<file path="config.mk">
export PLATFORM = sky130hd
export DESIGN_NAME = cardinal_nic_q
export DESIGN_NICKNAME = d
export VERILOG_FILES = /design/src/rtl/cardinal_nic_pkg.sv /design/src/rtl/cardinal_nic_q_fifo.sv /design/src/rtl/cardinal_nic_q.sv
export SDC_FILE = /design/constraint.sdc
export NUM_CORES = 1
export LEC_CHECK = 0
export ABC_AREA = 1
export BUFFER_PORTS_ARGS = -buffer_cell sky130_fd_sc_hd__buf_4
export CAP_MARGIN = 20
export CORE_ASPECT_RATIO = 0.7
export CORE_MARGIN = 2
export CORE_UTILIZATION = 46
export CTS_CLUSTER_DIAMETER = 50
export DETAILED_ROUTE_END_ITERATION = 12
export GPL_TIMING_DRIVEN = 1
export PLACE_DENSITY = 0.65
export RECOVER_POWER = 100
export SLEW_MARGIN = 5
export SYNTH_ARGS = -nofsm -noshare
export SYNTH_HDL_FRONTEND = slang
export SYNTH_SLANG_ARGS = --single-unit
</file>
<file path="constraint.sdc">
create_clock -name clk -period 5.2 [get_ports clk]
set_input_delay 0.26 -clock clk [delete_from_list [all_inputs] [get_ports clk]]
set_output_delay 0.26 -clock clk [all_outputs]
set_load 0.01 [all_outputs]
</file>
<file path="src/rtl/cardinal_nic_pkg.sv">
// cardinal_nic_pkg
// Shared constants for the cardinal NIC: the processor-side register map and
// the layout of the two status words.
//
// Data words use [0:DATA_WIDTH-1] ordering. Bit 0 is the leftmost, most
// significant bit and carries the packet virtual-channel (polarity) bit.
// Bit DATA_WIDTH-1 is the rightmost, least significant bit.
//
// Status word layout, with offsets counted from bit DATA_WIDTH-1:
//   offset 0              flag (input non-empty / output full)
//   offsets 1..CW         occupancy count, LSB at bit DATA_WIDTH-2
//   all other bits        zero
package cardinal_nic_pkg;

  // Processor register select.
  localparam logic [1:0] ADDR_IN_DATA  = 2'b00;
  localparam logic [1:0] ADDR_IN_STAT  = 2'b01;
  localparam logic [1:0] ADDR_OUT_DATA = 2'b10;
  localparam logic [1:0] ADDR_OUT_STAT = 2'b11;

  // Status field offsets from the least significant end (bit DATA_WIDTH-1).
  localparam int STAT_FLAG_OFS  = 0;
  localparam int STAT_COUNT_OFS = 1;

endpackage

</file>
<file path="src/rtl/cardinal_nic_q_fifo.sv">
// nic_fifo
// Circular-buffer FIFO used for both NIC queues.
//
// Parameters:
//   WIDTH  word width
//   DEPTH  number of entries; must be a power of two, at least 2
//
// Ports:
//   clk        rising-edge clock
//   reset      asynchronous active-low reset; empties the queue
//   push       write push_data at the edge (ignored when full)
//   push_data  word to enqueue
//   pop        drop the head at the edge (ignored when empty)
//   head       current head word, combinational (stale when empty)
//   full       count == DEPTH
//   empty      count == 0
//   count      occupancy, one bit wider than the pointers
//
// A simultaneous push and pop both take effect and leave count unchanged.
module nic_fifo #(
  parameter int WIDTH = 64,
  parameter int DEPTH = 4
) (
  input  logic                   clk,
  input  logic                   reset,
  input  logic                   push,
  input  logic [0:WIDTH-1]       push_data,
  input  logic                   pop,
  output logic [0:WIDTH-1]       head,
  output logic                   full,
  output logic                   empty,
  output logic [$clog2(DEPTH):0] count
);

  localparam int PW = $clog2(DEPTH);
  localparam int CW = PW + 1;

  logic [PW-1:0]    wr_ptr;
  logic [PW-1:0]    rd_ptr;
  logic [0:WIDTH-1] mem [DEPTH];
  logic             do_push;
  logic             do_pop;

  // Guard the requests internally so callers cannot overflow or underflow.
  assign do_push = push & ~full;
  assign do_pop  = pop & ~empty;

  // Pointers wrap naturally because DEPTH is a power of two. The extra count
  // bit keeps full and empty distinct when the pointers are equal.
  always_ff @(posedge clk or negedge reset) begin
    if (!reset) begin
      wr_ptr <= '0;
      rd_ptr <= '0;
      count  <= '0;
    end else begin
      if (do_push) wr_ptr <= wr_ptr + PW'(1);
      if (do_pop)  rd_ptr <= rd_ptr + PW'(1);
      case ({do_push, do_pop})
        2'b10:   count <= count + CW'(1);
        2'b01:   count <= count - CW'(1);
        default: count <= count;
      endcase
    end
  end

  // Storage needs no reset; entries are only visible through valid pointers.
  always_ff @(posedge clk) begin
    if (do_push) mem[wr_ptr] <= push_data;
  end

  assign head  = mem[rd_ptr];
  assign full  = (count == CW'(DEPTH));
  assign empty = (count == '0);

endmodule

</file>
<file path="src/rtl/cardinal_nic_q.sv">
// cardinal_nic_q
// Network interface between a processor register port and a router link.
// It holds an input queue (router -> processor) and an output queue
// (processor -> router).
//
// Optional feature macro: CARDINAL_NIC_IRQ_EN adds an irq mask register,
// written by a store to the input-status address, and a registered irq output.
//
// Parameters:
//   DATA_WIDTH  processor and network word width
//   IN_DEPTH    input-queue entries (power of two, >= 2)
//   OUT_DEPTH   output-queue entries (power of two, >= 2)
//
// Ports:
//   clk, reset        clock; asynchronous active-low reset
//   addr              00 in data, 01 in status, 10 out data, 11 out status
//   d_in, d_out       processor store data / registered load data
//   nicEn, nicWrEn    access enable; 1 = store, 0 = load
//   net_si, net_ri    router -> NIC request / NIC ready
//   net_di            router -> NIC data
//   net_so, net_ro    NIC -> router valid / router ready
//   net_polarity      router's current cycle polarity
//   net_do            output-queue head
//   irq               (CARDINAL_NIC_IRQ_EN only) registered interrupt
//
// Router handshake: a word moves across a link at the rising edge where both
// sides agree in that cycle. On the input link this means net_si & net_ri. On
// the output link, net_so already includes net_ro and the polarity match, so
// net_so alone marks the transfer. Neither side may depend on a transfer that
// has not yet happened at an edge.
module cardinal_nic_q
  import cardinal_nic_pkg::*;
#(
  parameter int DATA_WIDTH = 64,
  parameter int IN_DEPTH   = 4,
  parameter int OUT_DEPTH  = 4
) (
  input  logic                  clk,
  input  logic                  reset,
  input  logic [1:0]            addr,
  input  logic [0:DATA_WIDTH-1] d_in,
  output logic [0:DATA_WIDTH-1] d_out,
  input  logic                  nicEn,
  input  logic                  nicWrEn,
  input  logic                  net_si,
  output logic                  net_ri,
  input  logic [0:DATA_WIDTH-1] net_di,
  output logic                  net_so,
  input  logic                  net_ro,
  input  logic                  net_polarity,
  output logic [0:DATA_WIDTH-1] net_do
`ifdef CARDINAL_NIC_IRQ_EN
  ,
  output logic                  irq
`endif
);

  localparam int IN_CW  = $clog2(IN_DEPTH) + 1;
  localparam int OUT_CW = $clog2(OUT_DEPTH) + 1;

  // Index of the least significant bit and base of the count field in the
  // ascending [0:DATA_WIDTH-1] numbering.
  localparam int FLAG_BIT      = DATA_WIDTH - 1 - STAT_FLAG_OFS;
  localparam int IN_CNT_BASE   = DATA_WIDTH - STAT_COUNT_OFS - IN_CW;
  localparam int OUT_CNT_BASE  = DATA_WIDTH - STAT_COUNT_OFS - OUT_CW;

  logic                  is_load;
  logic                  is_store;

  logic                  in_push;
  logic                  in_pop;
  logic [0:DATA_WIDTH-1] in_head;
  logic                  in_full;
  logic                  in_empty;
  logic [IN_CW-1:0]      in_count;

  logic                  out_push;
  logic                  out_pop;
  logic [0:DATA_WIDTH-1] out_head;
  logic                  out_full;
  logic                  out_empty;
  logic [OUT_CW-1:0]     out_count;

  logic [0:DATA_WIDTH-1] in_stat;
  logic [0:DATA_WIDTH-1] out_stat;

  assign is_load  = nicEn & ~nicWrEn;
  assign is_store = nicEn & nicWrEn;

  // Input queue: the router pushes whenever a slot is free. A processor load
  // pops only when there is something to return; there is no bypass path
  // from net_di, so a load on an empty queue just holds d_out.
  assign net_ri  = ~in_full;
  assign in_push = net_si & net_ri;
  assign in_pop  = is_load & (addr == ADDR_IN_DATA) & ~in_empty;

  nic_fifo #(
    .WIDTH (DATA_WIDTH),
    .DEPTH (IN_DEPTH)
  ) u_in_q (
    .clk       (clk),
    .reset     (reset),
    .push      (in_push),
    .push_data (net_di),
    .pop       (in_pop),
    .head      (in_head),
    .full      (in_full),
    .empty     (in_empty),
    .count     (in_count)
  );

  // Output queue: a word leaves only in a cycle whose polarity differs from
  // its virtual-channel bit (bit 0). A store to a full queue is dropped
  // inside the FIFO, even if a pop frees a slot at the same edge.
  assign out_push = is_store & (addr == ADDR_OUT_DATA);
  assign net_so   = net_ro & ~out_empty & (net_polarity != out_head[0]);
  assign out_pop  = net_so;
  assign net_do   = out_head;

  nic_fifo #(
    .WIDTH (DATA_WIDTH),
    .DEPTH (OUT_DEPTH)
  ) u_out_q (
    .clk       (clk),
    .reset     (reset),
    .push      (out_push),
    .push_data (d_in),
    .pop       (out_pop),
    .head      (out_head),
    .full      (out_full),
    .empty     (out_empty),
    .count     (out_count)
  );

  // Status words: the flag sits in the least significant bit. The occupancy
  // count sits directly above it, with its LSB at bit DATA_WIDTH-2.
  always_comb begin
    in_stat                           = '0;
    in_stat[FLAG_BIT]                 = ~in_empty;
    in_stat[IN_CNT_BASE +: IN_CW]     = in_count;
  end

  always_comb begin
    out_stat                          = '0;
    out_stat[FLAG_BIT]                = out_full;
    out_stat[OUT_CNT_BASE +: OUT_CW]  = out_count;
  end

  // Load data register. It holds on every cycle without a load, and also on
  // a load of an empty input queue.
  always_ff @(posedge clk or negedge reset) begin
    if (!reset) begin
      d_out <= '0;
    end else if (is_load) begin
      case (addr)
        ADDR_IN_DATA:  if (!in_empty) d_out <= in_head;
        ADDR_IN_STAT:  d_out <= in_stat;
        ADDR_OUT_DATA: d_out <= out_empty ? '0 : out_head;
        ADDR_OUT_STAT: d_out <= out_stat;
        default:       d_out <= d_out;
      endcase
    end
  end

`ifdef CARDINAL_NIC_IRQ_EN
  logic irq_mask;
  logic in_nonempty_next;

  // The input queue is non-empty after this edge if a word arrives, or if
  // at least one word survives a possible pop.
  assign in_nonempty_next = in_push
                          | (in_count > IN_CW'(1))
                          | (~in_empty & ~in_pop);

  // irq uses the mask value held before this edge. A mask write takes
  // effect on irq from the following edge onward.
  always_ff @(posedge clk or negedge reset) begin
    if (!reset) begin
      irq_mask <= 1'b0;
      irq      <= 1'b0;
    end else begin
      if (is_store && (addr == ADDR_IN_STAT)) irq_mask <= d_in[DATA_WIDTH-1];
      irq <= irq_mask & in_nonempty_next;
    end
  end
`endif

endmodule

</file>
==> impl_metrics.yaml, run 1 <==
outcome:
  status: "complete, but fails checks"
  failed_checks: "capacitance limit, slew limit"
synth:
  yosysMostFrequentCell: "nand2_1"
  yosysTopAreaCellShare: 0.634
  synth_top_area_cell: "edfxtp_1"
  postSynthCellCount: 2237
  ys_warn_count: 0
  yosysSeqAreaShare: 0.714
  synth_fp_nets: 2386
  synth_edf_count: 512
  synth.distinct_cells: 24
  synthTopCellsByCount: "nand2_1, edfxtp_1, nand3_1"
  ys_ff_latch: 590
  ys_async_sr_fraction: 0.132
  synthFlopType: "edfxtp_1"
  avgSynthCellArea_um2: 10.8
  synthTopCellsByArea: "edfxtp_1, nand2_1, dfrtp_1, nand3_1, and2_1"
  syn_area_um2: 24300
setup_path:
  start_kind: "register"
  cp.arrival_ps: 4260
  cp_common_cell: "nor2_1"
  cp.required_ps: 5380
  slowest_stage: "clkbuf_1"
  crit_buf_inv: 1
  cp_slowest_stage_delay_ps: 1380
  cp_max_fo: 24
  worstSetupPathType: "register to register"
  cp_top_family: "simple AND/OR/NAND/NOR gates"
  crit_path_end_kind: "register"
  path_cells: "nor2_1 -> nand2_1 -> nand4_1 -> nor2_1 -> clkbuf_1"
clock_tree:
  clkLatencyLatePin_ps: 600
  htreeDepth: 2
  cts_tree: "yes"
  clock_path_buffers: 3
  numClockSinks: 590
  path_clk_slew_ps: 60
  cts-resized-gates: 0
  cts_buffers: 58
  cts_root_buf: "clkbuf_16"
  cts_setup_buffers: 0
global_route:
  met2_usage: 0.385
  antenna_found_initial: 4
  met1_usage: 0.322
  grt_max_degree: 100
  grt_pass1_wl_mm: 97.8
  grt_usage: 0.236
  grt_pass1_vias: 16600
  grt_overflow: 0
  global_route.peak_usage_layer: "met2"
  met3_usage: 0.0520
min_path:
  hold_class: "primary input to register"
finish:
  num-fill-cells: 4520
  layout.nets: 2761
  layout-drive-gt1-share: 0.0703
  syn2layout_area_growth_pct: 21.0
die:
  num_io_pins: 267
  die_w_um: 279
  die_h_um: 196
  num_rows: 70
  core_area_um2: 52200
  start_util: 0.465
  die_area_um2: 54600
place:
  dpl.hpwl_mm: 40.1
  gp_congestion: 0.833
  portBuffers: 266
flow_run:
  cap_violations: 14
sta:
  fin_skew_ps: 18.0
  worst_pin_slew_ps: 3170
  setup_viol: 0
  drv_slew: 513
  fin_crit_sh: 0.785
  rsz0062_at_grt: "no"
  finalHoldViolCount: 0
  clock.fmax_mhz: 245
  whs_ps: 50.9
  layout_min_cycle_time_ps: 4080
  finalSetupTns_ps: 0
  max_slew_margin: -1.12
detailed_routing:
  drt-initial-drc-count: 1307
  num_vias: 16800
  ant_nets: 0
  first_pass_iters: 6
  drc: 0
  avgViaCountPerCell: 5.03
  drt-wirelength-per-cell_um: 19.2
  drt_wl_total_mm: 64.4
power:
  power_density_nw_per_um2: 524
  irDropWorstVdd_mv: 0.326
  p_leak_nw: 12.0
## layout by cell type, fill, tap and decap left out, types with 52 or more instances in the layout
master | netlist | final
nand2_1 | 1151 | 1150
edfxtp_1 | 512 | 512
clkbuf_1 | 19 | 229
nand3_1 | 210 | 210
dlygate4sd3_1 | 0 | 129
buf_4 | 4 | 78
dfrtp_1 | 78 | 75
clkbuf_16 | 0 | 61
and2_0 | 0 | 56
inv_1 | 53 | 52
## per-layer routing
layer,routed length [µm],part of all wire
met5,0,0
met2,30800,0.48
met1,27200,0.42
met4,1530,0.024
met3,4820,0.075
## final cells by class
| type | instances | area, µm² | share of cell area |
|---|---|---|---|
| Sequential cell | 590 | 17300 | 0.590 |
| Timing Repair Buffer | 424 | 2720 | 0.0925 |
| Multi-Input combinational cell | 1482 | 6210 | 0.211 |
| Tap cell | 684 | 856 | 0.0291 |
| Inverter | 56 | 214 | 0.00729 |
| Antenna cell | 6 | 15.0 | 0.000511 |
| Clock buffer | 87 | 1690 | 0.0577 |
| Clock inverter | 22 | 324 | 0.0110 |
## sequential cells by signal (all words and copies together) (netlist names)
| register | count |
|---|---|
| u_out_q.wr_ptr | 2 |
| u_out_q.mem | 256 |
| u_out_q.rd_ptr | 2 |
| u_in_q.wr_ptr | 2 |
| u_in_q.count | 3 |
| u_out_q.count | 3 |
| u_in_q.mem | 256 |
| u_in_q.rd_ptr | 2 |
| d_out | 64 |
## where the power goes
part           switching (W)  internal, W
logic                0.00310      0.00153
registers           0.000480      0.00588
clock network        0.00174      0.00265
total                0.00532       0.0101
## tightest hold or removal path, delay by kind of cell
family,cells,cell delay [ps]
and+or+nand+nor,4,250
buffers and inverters,1,100
## worst paths after layout
| check | from | to | slack, ps | cells after the start |
|---|---|---|---|---|
| min in group asynchronous | reset | u_out_q.rd_ptr[0] | 730 | 2 |
| worst max register to register | u_out_q.count[0] | u_out_q.mem[2][5] | 1120 | 5 |
| max in group asynchronous | reset | u_out_q.rd_ptr[1] | 1950 | 3 |
| worst min-delay path | net_polarity | u_out_q.rd_ptr[1] | 50 | 5 |
| worst max-delay path | u_out_q.count[0] | u_out_q.mem[2][5] | 1120 | 5 |
| worst min register to register | d_out[2] | d_out[2] | 480 | 2 |
## cell families after synthesis
group	after synthesis	share of synthesized area
AND/OR/NAND/NOR	1444	0.241
flip-flops	590	0.714
buffers and inverters	165	0.0309
AO/OA/AOI/OAI	17	0.00397
adder cells (fa/ha/maj)	12	0.00681
XOR/XNOR	9	0.00325
## through the flow
stage               setup slack, ps  instances  total power (W)   util  area, µm²
finish                         1120       3351           0.0154  0.562      29400
global route                    815       3345           0.0163  0.562      29300
CTS                            1630       3344           0.0157  0.579      30200
detailed placement             2160       3106           0.0113  0.515      26900
global placement               2120       3106           0.0112  0.515      26900
floorplan                      1180       2237          0.00925      -      24300
## what timing repair did
item,in CTS,in global routing
endpoints found under the hold margin,541,0
endpoints found under the setup margin,0,0
hold buffers,129,0
Note: power is estimated with default switching activity, not from simulation.
==> run 2, diff against run 1 <==
==> constraint.sdc (replaced) <==
create_clock -name clk -period 4 [get_ports clk]
set_input_delay 0.2 -clock clk [delete_from_list [all_inputs] [get_ports clk]]
set_output_delay 0.2 -clock clk [all_outputs]
set_load 0.01 [all_outputs]
==> run 2 against run 1 <==
Compared with the run above: global-route usage rose by 0.20 points; hold slack improved by 3.2 ps; critical path depth unchanged; flip-flop and latch count did not move; count of clock-buffer cells in the layout down 13; utilization fell by 0.32 points; critical path type is now register to output port; die area is the same; the run still ends with capacitance limit, slew limit left.
==> impl_metrics.yaml, run 2 (synthesized netlist as in run 1, its figures left out) <==
detailed_routing:
  drt_wl_total_mm: 65.3
  drc: 0
  drt-initial-drc-count: 1524
  drt-wirelength-per-cell_um: 19.5
  ant_nets: 0
  first_pass_iters: 6
  avgViaCountPerCell: 5.06
  num_vias: 16900
sta:
  rsz0062_at_grt: "no"
  setup_viol: 0
  drv_slew: 494
  clock.fmax_mhz: 271
  layout_min_cycle_time_ps: 3700
  finalHoldViolCount: 0
  max_slew_margin: -0.933
  finalSetupTns_ps: 0
  worst_pin_slew_ps: 2900
  whs_ps: 54.1
  fin_skew_ps: 28.1
  fin_crit_sh: 0.924
place:
  dpl.hpwl_mm: 39.9
  gp_congestion: 0.821
  portBuffers: 266
  place_inst: 3107
power:
  swShare: 0.356
  irDropWorstVdd_mv: 0.436
  pwr-share-seq: 0.417
  p_int_w: 0.0126
  pwr-share-clk: 0.266
  p_leak_nw: 11.9
  power_density_nw_per_um2: 672
  comb_power_share: 0.317
  switchingPower_w: 0.00699
clock_tree:
  cts_setup_buffers: 0
  cts_buffers: 55
  path_clk_slew_ps: 60
  cts_root_buf: "clkbuf_16"
  htreeDepth: 2
  numClockSinks: 590
  clkLatencyLatePin_ps: 620
  postCtsHoldBufs: 130
  cts_tree: "yes"
  clock_path_buffers: 3
  cts-resized-gates: 0
die:
  num_io_pins: 267
  start_util: 0.465
  core_area_um2: 52200
  num_rows: 70
  die_w_um: 279
  die_area_um2: 54600
  die_h_um: 196
global_route:
  grt_overflow: 0
  grt_max_degree: 130
  grt_usage: 0.238
  grt_pass1_vias: 16400
  antenna_found_initial: 5
  grt_pass1_wl_mm: 98.0
setup_path:
  start_kind: "register"
  cp_max_fo: 70
  rr_worst_depth: 5
  cp.arrival_ps: 3500
  worstSetupPathType: "register to output port"
  crit_path_end_kind: "output port"
  cp.required_ps: 3800
flow_run:
  cap_violations: 10
min_path:
  min_path_cells: 4
  hold_class: "primary input to register"
finish:
  syn2layout_area_growth_pct: 20.3
  final_cell_mix: "nand2_1, edfxtp_1, clkbuf_1"
  fin_util: 0.559
  layout-drive-gt1-share: 0.0712
  layout_commonest_cell: "nand2_1"
  layout.nets: 2759
  fin_cells: 3344
  top_regs: "u_in_q.mem x256, u_out_q.mem x256, d_out x64"
outcome:
  failed_checks: "capacitance limit, slew limit"
  status: "complete, but fails checks"
==> run 2: cell count changes in the layout (fill, tap and decap cells not counted), sizes merged <==
cell	before	now
clkbuf	303	292
dlygate4sd3	129	130
buf	79	77
clkinv	12	21
inv	57	56
bufinv	8	5
diode	6	5
clkinvlp	1	2
==> run 2: per-stage QoR <==
stage / setup WS (ps) / instance area [µm²] / power, W
floorplan: -18.6 / 24300 / 0.0120
finish: 303 / 29200 / 0.0196
global route: 101 / 29200 / 0.0208
detailed placement: 781 / 27000 / 0.0147
CTS: 390 / 30100 / 0.0201
global placement: 833 / 27000 / 0.0146
==> run 2: layer usage <==
metal / vias up / track usage / part of all wire
met1: 8150 / 0.317 / 0.42
met5: - / 0 / 0.00011
met3: 79 / 0.0550 / 0.076
met4: 2 / 0.0536 / 0.018
met2: 533 / 0.401 / 0.48
li1: 8158 / - / -
==> run 2: cell type report <==
| class | instances | area (µm²) |
|---|---|---|
| diodes | 5 | 12.5 |
| clock buffers | 74 | 1500 |
| clock inverters | 28 | 289 |
| fillers | 4483 | 23000 |
| flip-flops and latches | 590 | 17300 |
| inverters | 56 | 215 |
| well taps | 684 | 856 |
| repair buffers | 425 | 2760 |
| multi-input cells | 1482 | 6230 |
==> run 2: final timing paths <==
check / start / to / slack, ps
worst max-delay path: u_out_q.rd_ptr[0] / net_do[35] / 300
max in group asynchronous: reset / u_in_q.rd_ptr[0] / 900
min in group asynchronous: reset / u_in_q.count[1] / 1080
worst min-delay path: nicWrEn / u_in_q.rd_ptr[0] / 50
worst min register to register: d_out[46] / d_out[46] / 480
worst max register to register: u_out_q.count[0] / u_out_q.mem[0][22] / 390
==> run 2: worst max-delay path: stages, from the launching register on <==
cell and delay, ps:
dfrtp_4 890, clkbuf_2 1280, nand2_1 120, nand3_1 170
and2_0 240, buf_4 160
==> run 2: power groups by stage <==
stage | sequential (W) | combinational (W) | clock, W
floorplan | 0.00816 | 0.00386 | 0
global placement | 0.00824 | 0.00637 | 0
detailed placement | 0.00827 | 0.00647 | 0
CTS | 0.00815 | 0.00662 | 0.00530
global route | 0.00826 | 0.00695 | 0.00556
finish | 0.00818 | 0.00622 | 0.00522
